==> src/rtl/dab_param_loader_pkg.sv <==
// Shared constants, FSM encoding and field types for the DAB parameter loader.
package dab_param_loader_pkg;

   localparam logic [7:0]  HDR_BYTE    = 8'hA5;
   localparam int unsigned FRAME_LEN   = 10;
   localparam int unsigned PAYLOAD_LEN = FRAME_LEN - 2;

   // Field widths seen by the modulation top
   localparam int unsigned T_W   = 9;
   localparam int unsigned PHI_W = 9;
   localparam int unsigned FS_W  = 19;
   localparam int unsigned DT_W  = 8;

   typedef enum logic [1:0] {
      S_IDLE,
      S_PAYLOAD,
      S_CHECK,
      S_STAGE
   } state_t;

   // Payload exactly as received (bytes 1..8)
   typedef struct packed {
      logic [7:0]  t1;
      logic [7:0]  t2;
      logic [15:0] phi;
      logic [23:0] fs;
      logic [7:0]  dt;
   } raw_payload_t;

   // Clamped parameter set, used for both shadow and active copies
   typedef struct packed {
      logic signed [T_W-1:0]   t1;
      logic signed [T_W-1:0]   t2;
      logic signed [PHI_W-1:0] phi;
      logic signed [FS_W-1:0]  fs;
      logic [DT_W-1:0]         dt;
   } param_set_t;

endpackage

==> src/rtl/dab_param_loader_if.sv <==
// Received-byte stream from the UART receiver.
interface dab_param_loader_if;
   logic [7:0] rx_data;
   logic       rx_valid;

   modport master (output rx_data, output rx_valid);
   modport slave  (input  rx_data, input  rx_valid);
endinterface

==> src/rtl/dab_param_clamp.sv <==
// Combinational saturation of a raw payload into the clamped parameter set.
module dab_param_clamp
   import dab_param_loader_pkg::*;
#(
   parameter int unsigned FS_MIN = 500,
   parameter int unsigned FS_MAX = 250000
) (
   input  raw_payload_t raw,
   output param_set_t   clamped
);

   logic signed [15:0] phi_s;

   // Zero-extend taus, saturate phi and fs, force deadtime to at least 1
   always_comb begin
      clamped    = '0;
      phi_s      = signed'(raw.phi);
      clamped.t1 = signed'({1'b0, raw.t1});
      clamped.t2 = signed'({1'b0, raw.t2});

      if (phi_s < -16'sd255)
         clamped.phi = -9'sd255;
      else if (phi_s > 16'sd255)
         clamped.phi = 9'sd255;
      else
         clamped.phi = phi_s[PHI_W-1:0];

      if (raw.fs < 24'(FS_MIN))
         clamped.fs = FS_W'(FS_MIN);
      else if (raw.fs > 24'(FS_MAX))
         clamped.fs = FS_W'(FS_MAX);
      else
         clamped.fs = raw.fs[FS_W-1:0];

      clamped.dt = (raw.dt == 8'd0) ? 8'd1 : raw.dt;
   end

endmodule

==> src/rtl/dab_param_loader.sv <==
// DAB modulation parameter loader: framed UART bytes -> shadow set -> active
// set, committed on a rising edge of the modulator period trigger.
// Optional inter-byte timeout: define DAB_LOADER_TIMEOUT_EN.
module dab_param_loader
   import dab_param_loader_pkg::*;
#(
   parameter int unsigned FS_MIN         = 500,
   parameter int unsigned FS_MAX         = 250000,
   parameter int unsigned TIMEOUT_CYCLES = 100000,
   parameter int unsigned T1_RST         = 255,
   parameter int unsigned T2_RST         = 147,
   parameter int          PHI_RST        = -9,
   parameter int unsigned FS_RST         = 50000,
   parameter int unsigned DT_RST         = 10
) (
   input  logic                    clk,
   input  logic                    rst,
   dab_param_loader_if.slave       rx,
   input  logic                    trigger,
   output logic signed [T_W-1:0]   t1,
   output logic signed [T_W-1:0]   t2,
   output logic signed [PHI_W-1:0] phi,
   output logic signed [FS_W-1:0]  fs_DAB,
   output logic [DT_W-1:0]         deadtime,
   output logic                    pending,
   output logic                    frame_ok,
   output logic                    frame_err,
   output logic                    commit
);

   localparam param_set_t RST_SET = '{
      t1:  T_W'(T1_RST),
      t2:  T_W'(T2_RST),
      phi: PHI_W'(PHI_RST),
      fs:  FS_W'(FS_RST),
      dt:  DT_W'(DT_RST)
   };

   state_t       state, state_nxt;
   logic [2:0]   idx;
   logic [7:0]   chk;
   logic [7:0]   pbuf [PAYLOAD_LEN];
   raw_payload_t raw;
   param_set_t   clamped, shadow, active;
   logic         trig_d, trig_rise, busy, cksum_err, to_hit;

   assign trig_rise = trigger & ~trig_d;
   assign busy      = (state == S_PAYLOAD) || (state == S_CHECK);
   assign cksum_err = (state == S_CHECK) && rx.rx_valid && (rx.rx_data != chk);

   assign raw = '{
      t1:  pbuf[0],
      t2:  pbuf[1],
      phi: {pbuf[2], pbuf[3]},
      fs:  {pbuf[4], pbuf[5], pbuf[6]},
      dt:  pbuf[7]
   };

   dab_param_clamp #(
      .FS_MIN (FS_MIN),
      .FS_MAX (FS_MAX)
   ) u_clamp (
      .raw     (raw),
      .clamped (clamped)
   );

`ifdef DAB_LOADER_TIMEOUT_EN
   logic [31:0] to_cnt;

   // Inter-byte timer: cleared by every byte and whenever no frame is open
   always_ff @(posedge clk) begin
      if (rst || rx.rx_valid || !busy)
         to_cnt <= '0;
      else if (to_cnt != 32'(TIMEOUT_CYCLES))
         to_cnt <= to_cnt + 32'd1;
   end

   assign to_hit = busy && !rx.rx_valid && (to_cnt == 32'(TIMEOUT_CYCLES));
`else
   assign to_hit = 1'b0;
`endif

   // FSM state register
   always_ff @(posedge clk) begin
      if (rst) state <= S_IDLE;
      else     state <= state_nxt;
   end

   // Frame parser next-state logic
   always_comb begin
      state_nxt = state;
      unique case (state)
         S_IDLE:
            if (rx.rx_valid && rx.rx_data == HDR_BYTE) state_nxt = S_PAYLOAD;
         S_PAYLOAD:
            if (rx.rx_valid && idx == 3'(PAYLOAD_LEN - 1)) state_nxt = S_CHECK;
         S_CHECK:
            if (rx.rx_valid) state_nxt = cksum_err ? S_IDLE : S_STAGE;
         S_STAGE:
            state_nxt = S_IDLE;
         default:
            state_nxt = S_IDLE;
      endcase
      if (to_hit) state_nxt = S_IDLE;
   end

   // Payload byte capture
   always_ff @(posedge clk) begin
      if (state == S_PAYLOAD && rx.rx_valid) pbuf[idx] <= rx.rx_data;
   end

   // Index/checksum, shadow and active sets, status pulses
   always_ff @(posedge clk) begin
      if (rst) begin
         idx       <= '0;
         chk       <= '0;
         trig_d    <= 1'b0;
         shadow    <= RST_SET;
         active    <= RST_SET;
         pending   <= 1'b0;
         frame_ok  <= 1'b0;
         frame_err <= 1'b0;
         commit    <= 1'b0;
      end else begin
         trig_d    <= trigger;
         frame_ok  <= (state == S_STAGE);
         frame_err <= cksum_err | to_hit;
         commit    <= trig_rise & pending;

         if (state == S_IDLE) begin
            idx <= '0;
            chk <= '0;
         end else if (state == S_PAYLOAD && rx.rx_valid) begin
            idx <= idx + 3'd1;
            chk <= chk ^ rx.rx_data;
         end

         // Same-edge STAGE and trigger: active gets the old shadow (if any),
         // the new frame lands in shadow and stays pending for the next edge.
         if (trig_rise && pending) active <= shadow;
         if (state == S_STAGE) begin
            shadow  <= clamped;
            pending <= 1'b1;
         end else if (trig_rise && pending) begin
            pending <= 1'b0;
         end
      end
   end

   assign t1       = active.t1;
   assign t2       = active.t2;
   assign phi      = active.phi;
   assign fs_DAB   = active.fs;
   assign deadtime = active.dt;

endmodule

==> src/flat_wrapper.sv <==
// flat-port wrapper written by rule: the top's interface ports become plain ports
module dab_param_loader_flat import dab_param_loader_pkg::*;
#(
   parameter int unsigned FS_MIN         = 500,
   parameter int unsigned FS_MAX         = 250000,
   parameter int unsigned TIMEOUT_CYCLES = 100000,
   parameter int unsigned T1_RST         = 255,
   parameter int unsigned T2_RST         = 147,
   parameter int          PHI_RST        = -9,
   parameter int unsigned FS_RST         = 50000,
   parameter int unsigned DT_RST         = 10
)
  (clk, rst, trigger, t1, t2, phi, fs_DAB, deadtime, pending, frame_ok, frame_err, commit, rx_rx_data, rx_rx_valid);
  dab_param_loader_if rx_i ();
  input  logic clk;
  input  logic rst;
  input  logic trigger;
  output logic signed [T_W-1:0] t1;
  output logic signed [T_W-1:0] t2;
  output logic signed [PHI_W-1:0] phi;
  output logic signed [FS_W-1:0] fs_DAB;
  output logic [DT_W-1:0] deadtime;
  output logic pending;
  output logic frame_ok;
  output logic frame_err;
  output logic commit;
  input wire logic [$bits(rx_i.rx_data)-1:0] rx_rx_data;
  input wire logic [$bits(rx_i.rx_valid)-1:0] rx_rx_valid;
  assign rx_i.rx_data = rx_rx_data;
  assign rx_i.rx_valid = rx_rx_valid;
  dab_param_loader #(.FS_MIN(FS_MIN), .FS_MAX(FS_MAX), .TIMEOUT_CYCLES(TIMEOUT_CYCLES), .T1_RST(T1_RST), .T2_RST(T2_RST), .PHI_RST(PHI_RST), .FS_RST(FS_RST), .DT_RST(DT_RST)) u_core (.clk(clk), .rst(rst), .rx(rx_i), .trigger(trigger), .t1(t1), .t2(t2), .phi(phi), .fs_DAB(fs_DAB), .deadtime(deadtime), .pending(pending), .frame_ok(frame_ok), .frame_err(frame_err), .commit(commit));
endmodule
==> config.mk <==
export PLATFORM = sky130hd
export DESIGN_NAME = dab_param_loader_flat
export DESIGN_NICKNAME = d
export VERILOG_FILES = /design/src/rtl/dab_param_loader_pkg.sv /design/src/rtl/dab_param_loader_if.sv /design/src/rtl/dab_param_clamp.sv /design/src/rtl/dab_param_loader.sv /design/src/flat_wrapper.sv
export SDC_FILE = /design/constraint.sdc
export NUM_CORES = 1
export LEC_CHECK = 0
export ABC_CLOCK_PERIOD_IN_PS = 3400
export CORE_MARGIN = 2
export CORE_UTILIZATION = 39
export CTS_BUF_LIST = sky130_fd_sc_hd__clkbuf_8
export DETAILED_ROUTE_END_ITERATION = 7
export HOLD_SLACK_MARGIN = 0.12
export PLACE_DENSITY = 0.66
export SYNTH_ARGS = -nofsm -noshare
export SYNTH_HDL_FRONTEND = slang
export SYNTH_SLANG_ARGS = --single-unit
==> constraint.sdc <==
create_clock -name clk -period 3.4 [get_ports clk]
set_input_delay 0.34 -clock clk [delete_from_list [all_inputs] [get_ports clk]]
set_output_delay 0.34 -clock clk [all_outputs]
set_load 0.05 [all_outputs]
==> flow_summary.toml <==
[outcome]
run_status = "complete, no violations"

[grt]
grt_antenna_before_repair = 0
grt_start_max_net_pins = 55
via_count_of_the_first_global_routing_pass = 4484
grt_first_pass_wirelength_um = 22170
groute.usage.overall_pct = 15.75
global_route.overflow_total = 0

[timing]
worst_slew_margin_rel_pct = 23.45
finalWorstPathRequiredPeriod_ns = 2.601
grt_setup_unrepaired = "no"
finalWorstSetupSlack_ns = 0.7993
fin_crit_share_pct = 76.49
timing.final.setup_violations = 0
number_of_pins_with_negative_max_slew_slack_in_the_final_report = 0
hold_viol_final = 0
clock.fmax_mhz = 384.5
setup-tns-final_ns = 0
worstMarginPinSlew_ns = 1.136
worst_clock_skew_ns = 0.01015

[clock_tree]
tritoncts = "built"
h_tree_depth = 4
clock_sinks = 186
cts_root_buffer = "sky130_fd_sc_hd__clkbuf_8"
post_cts.repair.setup_buffers = 0
cts_inserted_buffers = 17
post_cts_resized = 0
cts.path.max_buffers = 2
clock_latency_ns = 0.47
clk_pin_slew_ns = 0.09
postCtsHoldBufs = 0

[setup_path]
cp_max_fo = 13
critical_path.startpoint = "u_core.pbuf[6][5]"
startpoint_type = "flop"
worst_ep_arrival_time_ns = 2.94
worstPathCellList = "or4b_1 -> or4_1 -> a211oi_2 -> nor4b_1 -> nor3_1"
critical_path.slowest_cell = "sky130_fd_sc_hd__a211oi_2"
critical-path-top-delay-family = "simple AND/OR/NAND/NOR gates"
crit_path_largest_cell_delay_ns = 0.68
reg2reg_to = "u_core.shadow[15]"
r2r_cells = 5
worstSetupPathType = "reg -> reg"
worstSetupEndpoint = "u_core.shadow[15]"
critPathBufInv = 0
timing.critical_path.to_type = "flop"
crit_required_ns = 3.74
crit_cells = 5
r2r_setup_slack_ns = 0.80
critical_path.reg2reg.startpoint = "u_core.pbuf[6][5]"

[cells_and_area]
synthToLayoutAreaGrowth_pct = 19.50
final_cell_mix = "187 x sky130_fd_sc_hd__nand2_1, 122 x sky130_fd_sc_hd__dfxtp_1, 66 x sky130_fd_sc_hd__clkdlybuf4s50_1"
fillers = 1512
num_antenna_cells = 0
layout_commonest_cell = "sky130_fd_sc_hd__nand2_1"
utilization_pct = 47.57
fin_nets = 728
count_of_placed_standard_cells_in_the_final_layout_fillers_left_out = 947
final_layout_size_suffix_gt1_share_pct = 7.015

[logic_synthesis]
post_synthesis_instance_area_mm2 = 0.006578
synth.top_cell.area_share_pct = 37.13
synth.ff_latch_count = 186
postSynth.asyncResetShare_pct = 0
synthTopCellsByArea = "sky130_fd_sc_hd__dfxtp_1 37%, sky130_fd_sc_hd__edfxtp_1 29%, sky130_fd_sc_hd__nand2_1 11%, sky130_fd_sc_hd__a21oi_1 4.6%, sky130_fd_sc_hd__nand3_1 3.8%"
yosysWarningCount = 0
yosysUniqueCellTypes = 41
post-synth-top-area-cell = "sky130_fd_sc_hd__dfxtp_1"
postSynthAreaPerCell_um2 = 10.12
synth_enable_flop_cells = 64
synth_seq_area_share_pct = 66.35
syn-instance-count = 650
post_synth_top_flop = "sky130_fd_sc_hd__dfxtp_1"

[placement]
total_placed_cells_including_tap_cells = 915
detailed_place_hpwl_um = 9174
dpl_worst_slack_ns = 0.8709
routabilityCongestion = 0.8647
numPortBuffers = 67

[drt]
vias = 4777
post_route_ant_nets = 0
detail_route.drc_violations = 0
drt_wl_total_um = 13890
drt-vias-per-instance = 5.044
met1Wirelength_um = 6191
drt_iter0_markers = 348
met3_wirelength_um = 672
avgRoutedWirePerCell_um = 14.67
wl_met2_um = 6698
drt_pass1_iterations = 5
top_signal_layer_used = "met4"

[floorplan]
num_rows = 47
design.portCount = 70
initial_core_util_pct = 39.80
floorplan.die_area_mm2 = 0.01792
placeable_area_mm2 = 0.01652
x_dimension_of_the_die_um = 133.9
die_h_um = 133.9

[pwr]
power.density_cell_area_mw_per_mm2 = 481.0
static-leakage-power_nw = 2.762
max-vdd-ir-drop_uv = 265.9

[hold_path]
hp-class = "in -> reg"

[job]
cap_violations = 0
final cells by class:
class,instances,area (um^2),share of cell area [%]
clock buffers,17,234.0,2.977
inverters,3,11.26,0.1433
flip-flops and latches,186,4364,55.52
well taps,220,275.3,3.502
repair buffers,81,770.7,9.806
clock inverters,15,150.1,1.910
multi-input cells,425,2054,26.14
cells in the mapped netlist, types with 3 or more instances:
master,instances
sky130_fd_sc_hd__o21ai_0,18
sky130_fd_sc_hd__edfxtp_1,64
sky130_fd_sc_hd__nand4_1,5
sky130_fd_sc_hd__dfxtp_1,122
sky130_fd_sc_hd__xor2_1,8
sky130_fd_sc_hd__a21oi_1,61
sky130_fd_sc_hd__nor3b_1,3
sky130_fd_sc_hd__nor4_1,9
sky130_fd_sc_hd__nand3_1,50
sky130_fd_sc_hd__nor3_1,17
sky130_fd_sc_hd__nor2_1,25
sky130_fd_sc_hd__buf_1,4
sky130_fd_sc_hd__clkbuf_1,28
sky130_fd_sc_hd__xnor2_1,9
sky130_fd_sc_hd__nand2_1,187
sky130_fd_sc_hd__nand4b_1,4
cells by family (layout without fill, tap and decap cells):
| family | Yosys count | count (layout) | synth area share [%] |
|---|---|---|---|
| flops | 186 | 186 | 66.35 |
| xor+xnor | 17 | 17 | 2.264 |
| compound gates | 88 | 88 | 7.152 |
| simple gates | 316 | 316 | 21.25 |
| fa+ha+maj | 2 | 2 | 0.3804 |
| other cells | 1 | 2 | 0.05701 |
| buf+inv | 40 | 116 | 2.549 |
metrics by stage:
step                      total power, mW  hold WS [ns]  cell area, um^2
final                               3.780        0.3657             7860
after global routing                3.914        0.3737             7860
after CTS                           3.817        0.3280             7860
after detailed placement            2.423        0.4446             7476
after global placement              2.421        0.4451             7476
after floorplan                     2.379        0.4275             6581
routing by layer:
| metal | track usage (%) | vias to the layer above |
|---|---|---|
| met5 | 0 | - |
| met4 | 7.388 | 0 |
| met3 | 3.930 | 28 |
| met2 | 25.84 | 140 |
| met1 | 19.59 | 2262 |
| li1 | - | 2347 |
registers in the layout (all words and copies together), names as in the netlist:
register / cells
u_core.chk: 8
u_core.frame_err: 1
u_core.pbuf: 64
u_core.frame_ok: 1
u_core.t2: 8
u_core.state: 2
u_core.t1: 8
u_core.idx: 3
u_core.pending: 1
u_core.deadtime: 8
u_core.shadow: 52
u_core.commit: 1
u_core.trig_d: 1
u_core.phi: 9
u_core.fs_DAB: 19
worst register-to-register path: stages (launching register included):
cell and delay (ns):
sky130_fd_sc_hd__edfxtp_1 0.45, sky130_fd_sc_hd__or4b_1 0.52, sky130_fd_sc_hd__or4_1 0.43, sky130_fd_sc_hd__a211oi_2 0.68
sky130_fd_sc_hd__nor4b_1 0.32, sky130_fd_sc_hd__nor3_1 0.07
worst min path at each step:
stage                      startpoint           endpoint  slack [ns]  cells after the start
detailed placement   u_core.shadow[9]   u_core.shadow[9]        0.44                      2
finish                            rst      u_core.trig_d        0.37                      2
global placement    u_core.shadow[18]  u_core.shadow[18]        0.45                      2
global route                      rst      u_core.trig_d        0.37                      2
floorplan           u_core.shadow[26]  u_core.fs_DAB[18]        0.43                      2
CTS                               rst    u_core.frame_ok        0.33                      2
where the power goes:
part	switching, mW	internal [mW]	leakage [nW]
Sequential	0.000542	2.29	1.56
Combinational	0.0548	0.0203	1.01
Clock	0.760	0.651	0.195
Note: power is estimated with default switching activity, not from simulation.
